<file path="config.mk">
export PLATFORM = sky130hd
export DESIGN_NAME = pulse_seq_loader
export DESIGN_NICKNAME = d
export VERILOG_FILES = /design/src/rtl/pulse_pkg.sv /design/src/rtl/pulse_seg_ram.sv /design/src/rtl/pulse_seq_loader.sv
export SDC_FILE = /design/constraint.sdc
export NUM_CORES = 1
export LEC_CHECK = 0
export BUFFER_PORTS_ARGS = -buffer_cell sky130_fd_sc_hd__buf_2
export CAP_MARGIN = 10
export CORE_MARGIN = 4
export CORE_UTILIZATION = 40
export CTS_CLUSTER_DIAMETER = 60
export CTS_CLUSTER_SIZE = 12
export DETAILED_ROUTE_END_ITERATION = 6
export PLACE_DENSITY = 0.55
export SYNTH_ARGS = -nofsm -noshare
export SYNTH_HDL_FRONTEND = slang
export SYNTH_SLANG_ARGS = --single-unit
export TNS_END_PERCENT = 1
</file>
<file path="constraint.sdc">
create_clock -name clk_sys -period 3.47 [get_ports clk_sys]
set_clock_uncertainty 0.1 [all_clocks]
set_input_delay 0.694 -clock clk_sys [delete_from_list [all_inputs] [get_ports clk_sys]]
set_output_delay 0.694 -clock clk_sys [all_outputs]
set_load 0.1 [all_outputs]
</file>
<file path="src/rtl/pulse_pkg.sv">
// -----------------------------------------------------------------------------
// pulse_pkg
// Shared definitions for the pulse-sequence loader: the loader FSM state
// enum, the host register map constants and the segment-duration entry width.
// Optional build macro used by the loader: PULSE_LOOP_EN (multi-pass looping).
// No ports (package).
// -----------------------------------------------------------------------------
package pulse_pkg;

  // One segment duration is 20 bits, moved to the generator as two words.
  localparam int ENTRY_W = 20;
  localparam int LO_W    = 16;
  localparam int HI_W    = ENTRY_W - LO_W;

  // Host register map. Entries start at 0 (low half) and ADDR_HI_BASE (high half).
  localparam int         ADDR_HI_BASE    = 16;
  localparam logic [4:0] ADDR_ERR_CLR    = 5'd29;
  localparam logic [4:0] ADDR_SEG_COUNT  = 5'd30;
  localparam logic [4:0] ADDR_LOOP_COUNT = 5'd31;

  typedef enum logic [2:0] {
    IDLE      = 3'd0,
    LOAD_LO   = 3'd1,
    LOAD_HI   = 3'd2,
    START     = 3'd3,
    WAIT_OVER = 3'd4,
    NEXT      = 3'd5,
    FIN       = 3'd6
  } state_e;

  // High half of an entry as presented on the 16-bit load bus.
  function automatic logic [LO_W-1:0] hi_word(input logic [ENTRY_W-1:0] e);
    return {{(LO_W-HI_W){1'b0}}, e[ENTRY_W-1:LO_W]};
  endfunction

endpackage

</file>
<file path="src/rtl/pulse_seg_ram.sv">
// -----------------------------------------------------------------------------
// pulse_seg_ram
// DEPTH x 20-bit segment-duration bank. One write port with separate enables
// for the low 16 bits and the high 4 bits (the host writes each half through
// its own address), combinational read. All entries clear on reset.
// Ports:
//   clk_sys, rst_n        clock / asynchronous active-low reset
//   wen_lo_i, wen_hi_i    write enables for entry[19:0] low / high part
//   waddr_i, wdata_i      write index and 20-bit write data
//   raddr_i, rdata_o      combinational read index and data
// -----------------------------------------------------------------------------
module pulse_seg_ram
  import pulse_pkg::*;
#(
  parameter int DEPTH = 8,
  parameter int IDX_W = 3
) (
  input  logic               clk_sys,
  input  logic               rst_n,
  input  logic               wen_lo_i,
  input  logic               wen_hi_i,
  input  logic [IDX_W-1:0]   waddr_i,
  input  logic [ENTRY_W-1:0] wdata_i,
  input  logic [IDX_W-1:0]   raddr_i,
  output logic [ENTRY_W-1:0] rdata_o
);

  logic [ENTRY_W-1:0] mem_q [DEPTH];

  always_ff @(posedge clk_sys or negedge rst_n) begin
    if (!rst_n) begin
      for (int i = 0; i < DEPTH; i++) begin
        mem_q[i] <= '0;
      end
    end else begin
      if (wen_lo_i) begin
        mem_q[waddr_i][LO_W-1:0] <= wdata_i[LO_W-1:0];
      end
      if (wen_hi_i) begin
        mem_q[waddr_i][ENTRY_W-1:LO_W] <= wdata_i[ENTRY_W-1:LO_W];
      end
    end
  end

  assign rdata_o = mem_q[raddr_i];

endmodule

</file>
<file path="src/rtl/pulse_seq_loader.sv">
// -----------------------------------------------------------------------------
// pulse_seq_loader
// Loads a programmed list of 20-bit segment durations into an external pulse
// generator, one segment at a time: low word, high word, start strobe, then
// wait for the generator's active-low segment-over before the next segment.
// Optional build macro: PULSE_LOOP_EN -- adds loop_count (addr 31) and repeats
// the whole list loop_count+1 times. Without it one pass is run and writes to
// addr 31 do nothing.
// Ports:
//   clk_sys, rst_n          clock / asynchronous active-low reset
//   host_we/addr/data       host register write (ignored and flags err if busy)
//   host_go, host_abort     start a sequence / abandon it (abort wins)
//   pluseinter              active-low segment-over from the generator
//   pluseload, pluseloadchoice, plusedatain, plusestart   generator load bus
//   busy, done, err         status: running, one-cycle finish, sticky error
//   dbg_state               current FSM state
// Handshake: pluseload/plusestart are single-cycle strobes with no ready; the
// generator must accept them in the cycle they are high. pluseinter is only
// looked at while waiting for a segment to end.
// -----------------------------------------------------------------------------
module pulse_seq_loader
  import pulse_pkg::*;
#(
  parameter int DEPTH = 8
) (
  input  logic        clk_sys,
  input  logic        rst_n,
  input  logic        host_we,
  input  logic [4:0]  host_addr,
  input  logic [15:0] host_data,
  input  logic        host_go,
  input  logic        host_abort,
  input  logic        pluseinter,
  output logic        pluseload,
  output logic        pluseloadchoice,
  output logic [15:0] plusedatain,
  output logic        plusestart,
  output logic        busy,
  output logic        done,
  output logic        err,
  output state_e      dbg_state
);

  localparam int IDX_W = (DEPTH > 1) ? $clog2(DEPTH) : 1;
  localparam int CNT_W = $clog2(DEPTH + 1);

  state_e             state_q, state_d;
  logic [IDX_W-1:0]   idx_q, idx_d;
  logic [CNT_W-1:0]   seg_count_q;
  logic [CNT_W-1:0]   seg_clamped;
  logic [ENTRY_W-1:0] rd_entry;
  logic [LO_W-1:0]    data_d;
  logic               wr_ok, is_lo, is_hi, err_d;
`ifdef PULSE_LOOP_EN
  logic [15:0]        loop_count_q;
  logic [15:0]        pass_q, pass_d;
`endif

  // ---------------------------------------------------------------- host side
  assign wr_ok = host_we && !busy;
  assign is_lo = int'(host_addr) < DEPTH;
  assign is_hi = (int'(host_addr) >= ADDR_HI_BASE) &&
                 (int'(host_addr) <  ADDR_HI_BASE + DEPTH);

  assign seg_clamped = (int'(host_data) > DEPTH) ? CNT_W'(DEPTH)
                                                 : host_data[CNT_W-1:0];

  // A write while busy only sets err; otherwise addr 29 clears it.
  always_comb begin
    err_d = err;
    if (host_we && busy) begin
      err_d = 1'b1;
    end else if (host_we && host_addr == ADDR_ERR_CLR) begin
      err_d = 1'b0;
    end
  end

  // Read port follows the next index so load data is registered together with
  // the strobe it belongs to.
  pulse_seg_ram #(
    .DEPTH (DEPTH),
    .IDX_W (IDX_W)
  ) u_ram (
    .clk_sys  (clk_sys),
    .rst_n    (rst_n),
    .wen_lo_i (wr_ok && is_lo),
    .wen_hi_i (wr_ok && is_hi),
    .waddr_i  (host_addr[IDX_W-1:0]),
    .wdata_i  ({host_data[HI_W-1:0], host_data}),
    .raddr_i  (idx_d),
    .rdata_o  (rd_entry)
  );

  // --------------------------------------------------------------- next state
  always_comb begin
    state_d = state_q;
    idx_d   = idx_q;
`ifdef PULSE_LOOP_EN
    pass_d  = pass_q;
`endif
    if (host_abort) begin
      state_d = IDLE;
      idx_d   = '0;
    end else begin
      case (state_q)
        IDLE: begin
          if (host_go) begin
            idx_d   = '0;
            state_d = (seg_count_q != '0) ? LOAD_LO : FIN;
`ifdef PULSE_LOOP_EN
            pass_d  = loop_count_q;
`endif
          end
        end
        LOAD_LO:   state_d = LOAD_HI;
        LOAD_HI:   state_d = START;
        START:     state_d = WAIT_OVER;
        WAIT_OVER: if (!pluseinter) state_d = NEXT;
        NEXT: begin
          if ((CNT_W'(idx_q) + CNT_W'(1)) < seg_count_q) begin
            idx_d   = idx_q + IDX_W'(1);
            state_d = LOAD_LO;
`ifdef PULSE_LOOP_EN
          end else if (pass_q != '0) begin
            // Another full pass remains: wrap to the first entry.
            pass_d  = pass_q - 16'd1;
            idx_d   = '0;
            state_d = LOAD_LO;
`endif
          end else begin
            state_d = FIN;
          end
        end
        FIN: begin
          idx_d   = '0;
          state_d = IDLE;
        end
        default: begin
          idx_d   = '0;
          state_d = IDLE;
        end
      endcase
    end
  end

  always_comb begin
    data_d = '0;
    if (state_d == LOAD_LO) begin
      data_d = rd_entry[LO_W-1:0];
    end else if (state_d == LOAD_HI) begin
      data_d = hi_word(rd_entry);
    end
  end

  // ------------------------------------------------ state, outputs, registers
  always_ff @(posedge clk_sys or negedge rst_n) begin
    if (!rst_n) begin
      state_q         <= IDLE;
      idx_q           <= '0;
      seg_count_q     <= '0;
      err             <= 1'b0;
      busy            <= 1'b0;
      done            <= 1'b0;
      pluseload       <= 1'b0;
      pluseloadchoice <= 1'b0;
      plusedatain     <= '0;
      plusestart      <= 1'b0;
`ifdef PULSE_LOOP_EN
      loop_count_q    <= '0;
      pass_q          <= '0;
`endif
    end else begin
      state_q         <= state_d;
      idx_q           <= idx_d;
      err             <= err_d;
      busy            <= (state_d != IDLE);
      done            <= (state_d == FIN);
      pluseload       <= (state_d == LOAD_LO) || (state_d == LOAD_HI);
      pluseloadchoice <= (state_d == LOAD_HI);
      plusedatain     <= data_d;
      plusestart      <= (state_d == START);
      if (wr_ok && host_addr == ADDR_SEG_COUNT) begin
        seg_count_q <= seg_clamped;
      end
`ifdef PULSE_LOOP_EN
      pass_q <= pass_d;
      if (wr_ok && host_addr == ADDR_LOOP_COUNT) begin
        loop_count_q <= host_data;
      end
`endif
    end
  end

  assign dbg_state = state_q;

endmodule

</file>
[Yosys cells after proc, flatten, opt, wreduce, memory -nomap -nowiden]
Index checks and enable logic that the tools add are counted.
Storage, ports and cells
  bits in registers: 192
  output and inout bits: 25
Operators by class
  multiplexer cells: 26
  magnitude comparators: 8
  add/sub/neg operators: 2
  reduce and logical (&&, ||, !) cells: 15
  equality and inequality tests: 11
  bitwise logic cells: 2
Operators with widths (count)
  160-bit bitwise mux: 2
  160-bit two-way mux: 2
  20-bit demux with 3-bit select: 2
  20-bit binary-select mux with 3-bit select: 1
  20-bit two-way mux: 3
  16-bit two-way mux: 2
  3-bit two-way mux: 8
  3-bit one-hot mux with 6 select lines: 1
  16-bit by 4-bit greater-than comparator with 1-bit output, second input constant: 1
  3-bit by 2-bit == test with 1-bit output, second input constant: 4
  5-bit == test, second input constant: 2
  3-bit == test, second input constant: 3
  3-bit one-hot mux with 3 select lines: 1
  4-bit greater-or-equal comparator, second input constant: 2
  1-bit logical AND: 8
  4-bit two-way mux: 2
  3-bit NOT with 4-bit output: 2
  3-bit by 1-bit == test with 1-bit output, second input constant: 2
  5-bit greater-or-equal comparator, second input constant: 1
  5-bit by 4-bit < comparator with 1-bit output, second input constant: 1
  5-bit < comparator, second input constant: 1
  3-bit by 1-bit adder with 4-bit output, second input constant: 1
  4-bit by 1-bit < comparator with 1-bit output, second input constant: 1
  4-bit < comparator: 1
  9 further kinds: 10

[Depth between registers and ports, before layout]
  depth after elaboration: 11
  depth in mapped cells: 14
  gate-level depth less buffers: 12

[Modules after synthesis]
From an unflattened synthesis, not the netlist that was laid out.
Second synthesis, totals
  cell total of the unflattened synthesis: 563
  area total of the unflattened synthesis: 8994.9 um^2
Modules (own cells, without submodules)
  pulse_seg_ram: instances 1, area an instance 7489.7 um^2, cells each 425
  pulse_seq_loader: instances 1, area an instance 1505.2 um^2, cells each 138

[Worst setup path after synthesis]
Ideal clock, no wire load.
  path kind: flip-flop to flip-flop
  from: register idx_q[1]
  to: register plusedatain[0]
  setup slack: 671 ps
  cell stages (with the launch flop): 13
  arrival: 2564 ps
  library setup time: 135 ps
  buffers on the path: 2
  cells stage by stage: dfrtp_1 > ha_1 > ha_1 > o211ai_1 > o211ai_4 > a211o_1 > nand3_2 > buf_4 > buf_4 > mux2i_1 > mux2i_1 > a22oi_1 > o211ai_1
Between the ends
  word-level cells in the longest chain between the ends: 11
  elaborated cells between the ends (all ways): 18
  classes of those cells: add/sub: 2; order compare: 1; eq/ne: 2; mux: 12; bitwise: 1
RTL lines
  from (decl): RTL line pulse_seq_loader.sv:48  | logic [IDX_W-1:0] idx_q, idx_d;
  from (signal assigned): RTL line pulse_seq_loader.sv:174  | idx_q <= idx_d;
  3-bit by 1-bit adder with 4-bit output: RTL line pulse_seq_loader.sv:120  | if ((CNT_W'(idx_q) + CNT_W'(1)) < seg_count_q) begin
  4-bit < comparator: RTL line pulse_seq_loader.sv:120
  3-bit two-way mux: RTL line pulse_seq_loader.sv:120
  3-bit one-hot mux with 3 select lines: RTL line pulse_seq_loader.sv:105  | case (state_q)
  3-bit two-way mux: RTL line pulse_seq_loader.sv:101  | if (host_abort) begin
  3-bit NOT with 4-bit output (not written as such): RTL line pulse_seg_ram.sv:45  | assign rdata_o = mem_q[raddr_i];
  20-bit binary-select mux with 3-bit select: RTL line pulse_seg_ram.sv:45
  20-bit two-way mux (not written as such) (2 in series): RTL line pulse_seg_ram.sv:45
  4-bit two-way mux: RTL line pulse_seq_loader.sv:150  | end else if (state_d == LOAD_HI) begin
  16-bit two-way mux *: RTL line pulse_seq_loader.sv:148  | if (state_d == LOAD_LO) begin
  via data_d[0]: RTL line pulse_seq_loader.sv:52  | logic [LO_W-1:0] data_d;
  to (signal assigned): RTL line pulse_seq_loader.sv:180  | plusedatain <= data_d;
  to (decl): RTL line pulse_seq_loader.sv:36  | output logic [15:0] plusedatain,
The timed path passes the listed nets; every way through them passes the cells marked *. The select of a mux whose other input is x is not followed.
A chain may end at the register's enable or synchronous reset.

[Final worst setup path]
  from: register idx_q[1]
  to: register plusedatain[3]
The elaborated chain is that of the path after synthesis.

==> results by group <==
GRT
  • Vias in the first global route: 6232
  • Largest net degree at the start of global routing: 96
  • Initial antenna violation count: 0
  • First-pass GRT wire length: 35100 um
  • GR Util All Layers: 0.185
  • Gr ovfl total: 0

Worst setup path
  • CP cell instances: ha_1, ha_1, o211ai_1, o211ai_4, o21ai_1, nand3_2, inv_2, buf_12, nand2_1, a22oi_1, a22oi_1, o211ai_1
  • Critical-path top delay cell: dfrtp_1
  • Worst Reg2Reg Path Length in Cells: 12
  • CP max stage delay: 0.44 ns
  • Critical Path Start: idx_q[1]$_DFF_PN0_
  • Crit. End Element: register
  • WP data arrival: approximately 3.5 ns
  • R2R Setup Slk: roughly 0.24 ns
  • Crit Reg-Reg Endpoint: plusedatain[3]$_DFF_PN0_
  • Critical Path RT: ~3.7 ns
  • Worst Setup EP: plusedatain[3]$_DFF_PN0_
  • Worst r2r src: idx_q[1]$_DFF_PN0_
  • CP max FO: 32
  • Setup CP Type: reg2reg
  • Worst setup SP type: register

Final layout
  • Layout net count: between 800 and 900
  • Antenna cells: 0
  • Fraction of layout cells with a size suffix above 1: 0.350
  • Fin area: a little over 0.01 sq mm
  • Area Overhead vs Synth: 13.7%
  • Fill count: a little over 2000

Timing
  • Final hold viol count: 0
  • Tcrit/Tclk final: 0.930
  • Least-Margin Pin Slew: ~0.8 ns
  • RSZ-0062 raised after global routing: no
  • Worst rel slew slack: 0.452
  • FMAX: between 0.3 and 0.4 GHz
  • Tmin final: 3.23 ns
  • Count of final setup violators: 0
  • Worst Hold Margin: a little over 0.2 ns
  • Post-Route Setup TNS: 0 ns
  • Slew Limit Fails: 0

Yosys
  • Adder-Cell Fraction of Synth Area: 0.00566
  • Register area share after synthesis: 0.543
  • Number of flops mapped to enable cells by yosys: 0
  • Yosys cell types: between 50 and 60
  • Synth Area in Compound Gates: 0.0806
  • Synthesized flop and latch total: around 190
  • Post-synth top flop: dfrtp_1
  • Commonest cells post-synth: dfrtp_1, mux2_2, nand2_1
  • Yosys top cell by area: dfrtp_1
  • Synth async-reset ratio: 1.00
  • Post-Synth XOR/XNOR Area: 0.000990
  • Most frequent cell after synthesis: dfrtp_1
  • Synth Area in Simple Gates: 0.122
  • Multiplexer area fraction after synthesis: 0.217
  • Syn_nets: around 800
  • Synth Cell Area: 0.00885 sq mm
  • Yosys warning count: 0
  • Avg Cell Area, Syn: roughly 12 sq um
  • Share of the synthesized area in the top cell type: 0.543
  • Synth area leaders: dfrtp_1, mux2_2, nand2_1, nand3_1, a21oi_1
  • Combinational family with the most area after synthesis: multiplexers
  • Synth Instances: about 750

Routing
  • Post-Route WL: about 22000 um
  • Mean routed wirelength per cell: 20.2 um
  • Antenna-violating nets left: 0
  • Drt drc: 0
  • Via Count: around 6000
  • DRT Pass-1 Iters: 5
  • DR vias/cell: about 5.5
  • 1st-iter DRT viols: between 300 and 400

CTS
  • Postcts setup bufs: 0
  • Num Clock Sinks: ~190
  • H-tree depth: 4
  • CTS root buf: clkbuf_16
  • Clock Latency Late Sink: between 0.4 and 0.5 ns
  • CTS tree: yes
  • Clock slew at reported path FFs: 0.08 ns
  • CTS Buf Count: 17
  • Clock Path Buffers: 2

Die
  • Initial Utilization: 0.405
  • Core ar.: 0.0218 sq mm
  • Die W: 157 um
  • Row count: between 50 and 60
  • IO Count: 52
  • Die ar.: between 0.02 and 0.025 sq mm
  • Chip height: 157 um

Power
  • Leakage: approximately 4.7 nW
  • Pwr Density: ~560 mW/mm^2
  • Max IR drop VDD: a little over 0.0003 V

Place
  • DP Area: ~0.0094 sq mm
  • GP Congestion: about 0.83
  • Port-buffer cells: 51
  • Post-DP HPWL: roughly 14000 um

Outcome
  • Status: finished, final reports clean

Min path
  • Hold crit path type: in2async

Run
  • Max-cap viol count: 0
[kinds of logic after synthesis]
| family | after synthesis |
|---|---|
| multiplexers | 172 |
| flip-flops | 192 |
| adder cells (fa/ha/maj) | 4 |
| XOR/XNOR | 1 |
| AO/OA/AOI/OAI | 93 |
| AND/OR/NAND/NOR | 234 |
| buffers and inverters | 53 |
[power by group]
part	internal [mW]	switching, mW	leakage [nW]
Combinational	0.368	0.434	1.85
Clock	1.11	0.924	0.297
Sequential	2.57	0.182	2.52
[registers in the layout (all words and copies together), names as in the netlist, 3 cells and up]
signal / flops
plusedatain: 16
dbg_state: 3
seg_count_q: 4
idx_q: 3
u_ram.mem_q: 160
[cell usage in the layout (no fill, tap or decap), types with 4 or more instances in the layout]
cell type    n
clkbuf_16   17
inv_1        8
o21ai_0      6
mux2_2     160
ha_1         4
a32o_1      12
dfrtp_1    192
a22o_1       8
buf_2       50
a21oi_1     27
a31oi_1     12
nand2b_1     4
nor4_1       6
a22oi_1      6
mux2i_1     11
buf_12       5
nor2_1      16
nand2_1    137
nand3_1     32
and3_1      13
nor3_1       5
buf_4       15
[repair_timing]
action	in CTS	in global routing
setup endpoints to repair	2	0
gates resized for setup	1	0
hold buffers	0	0
[critical path: cells and delay by family (launching register included)]
kind	cells	cell delay (ns)
flops	1	0.44
simple gates	2	0.24
compound gates	6	1.18
fa+ha+maj	2	0.63
buf+inv	2	0.53
[how the worst min path moves through the flow]
| stage | from | end |
|---|---|---|
| 5_1_grt | rst_n | u_ram.mem_q[147]$_DFFE_PN0P_ |
| 2_1_floorplan | rst_n | busy$_DFF_PN0_ |
| 6_report | rst_n | u_ram.mem_q[147]$_DFFE_PN0P_ |
| 4_1_cts | rst_n | u_ram.mem_q[145]$_DFFE_PN0P_ |
| 3_5_place_dp | u_ram.mem_q[135]$_DFFE_PN0P_ | u_ram.mem_q[135]$_DFFE_PN0P_ |
| 3_3_place_gp | err$_DFFE_PN0P_ | err$_DFFE_PN0P_ |
[layout make-up]
cell class,count,area [sq um],share of cell area
timing repair buffer,71,477,0.0474
clock inverter,13,170,0.0169
multi-input combinational,504,3780,0.375
clock buffer,19,443,0.0440
tap,280,350,0.0348
sequential,192,4800,0.478
inverter,10,37.5,0.00373
[metal layers]
layer  share of wire  global-route usage  up-vias  wire (um)
met5               0                   0        -          0
met4           0.016              0.0570        0        351
met3           0.033              0.0357       28        732
met2            0.48               0.304       95      10700
met1            0.47               0.250     3144      10300
li1                -                   -     2757          -
[metrics by stage]
step,instances,setup slack [ns],utilization,power [mW]
after floorplan,749,0.671,-,3.36
after global placement,1057,0.106,0.433,3.56
after detailed placement,1057,0.00280,0.433,3.61
after CTS,1089,0.241,0.461,5.66
after global routing,1089,0.0379,0.461,5.84
final,1089,0.243,0.461,5.60
Power figures use the tool's default switching activity.
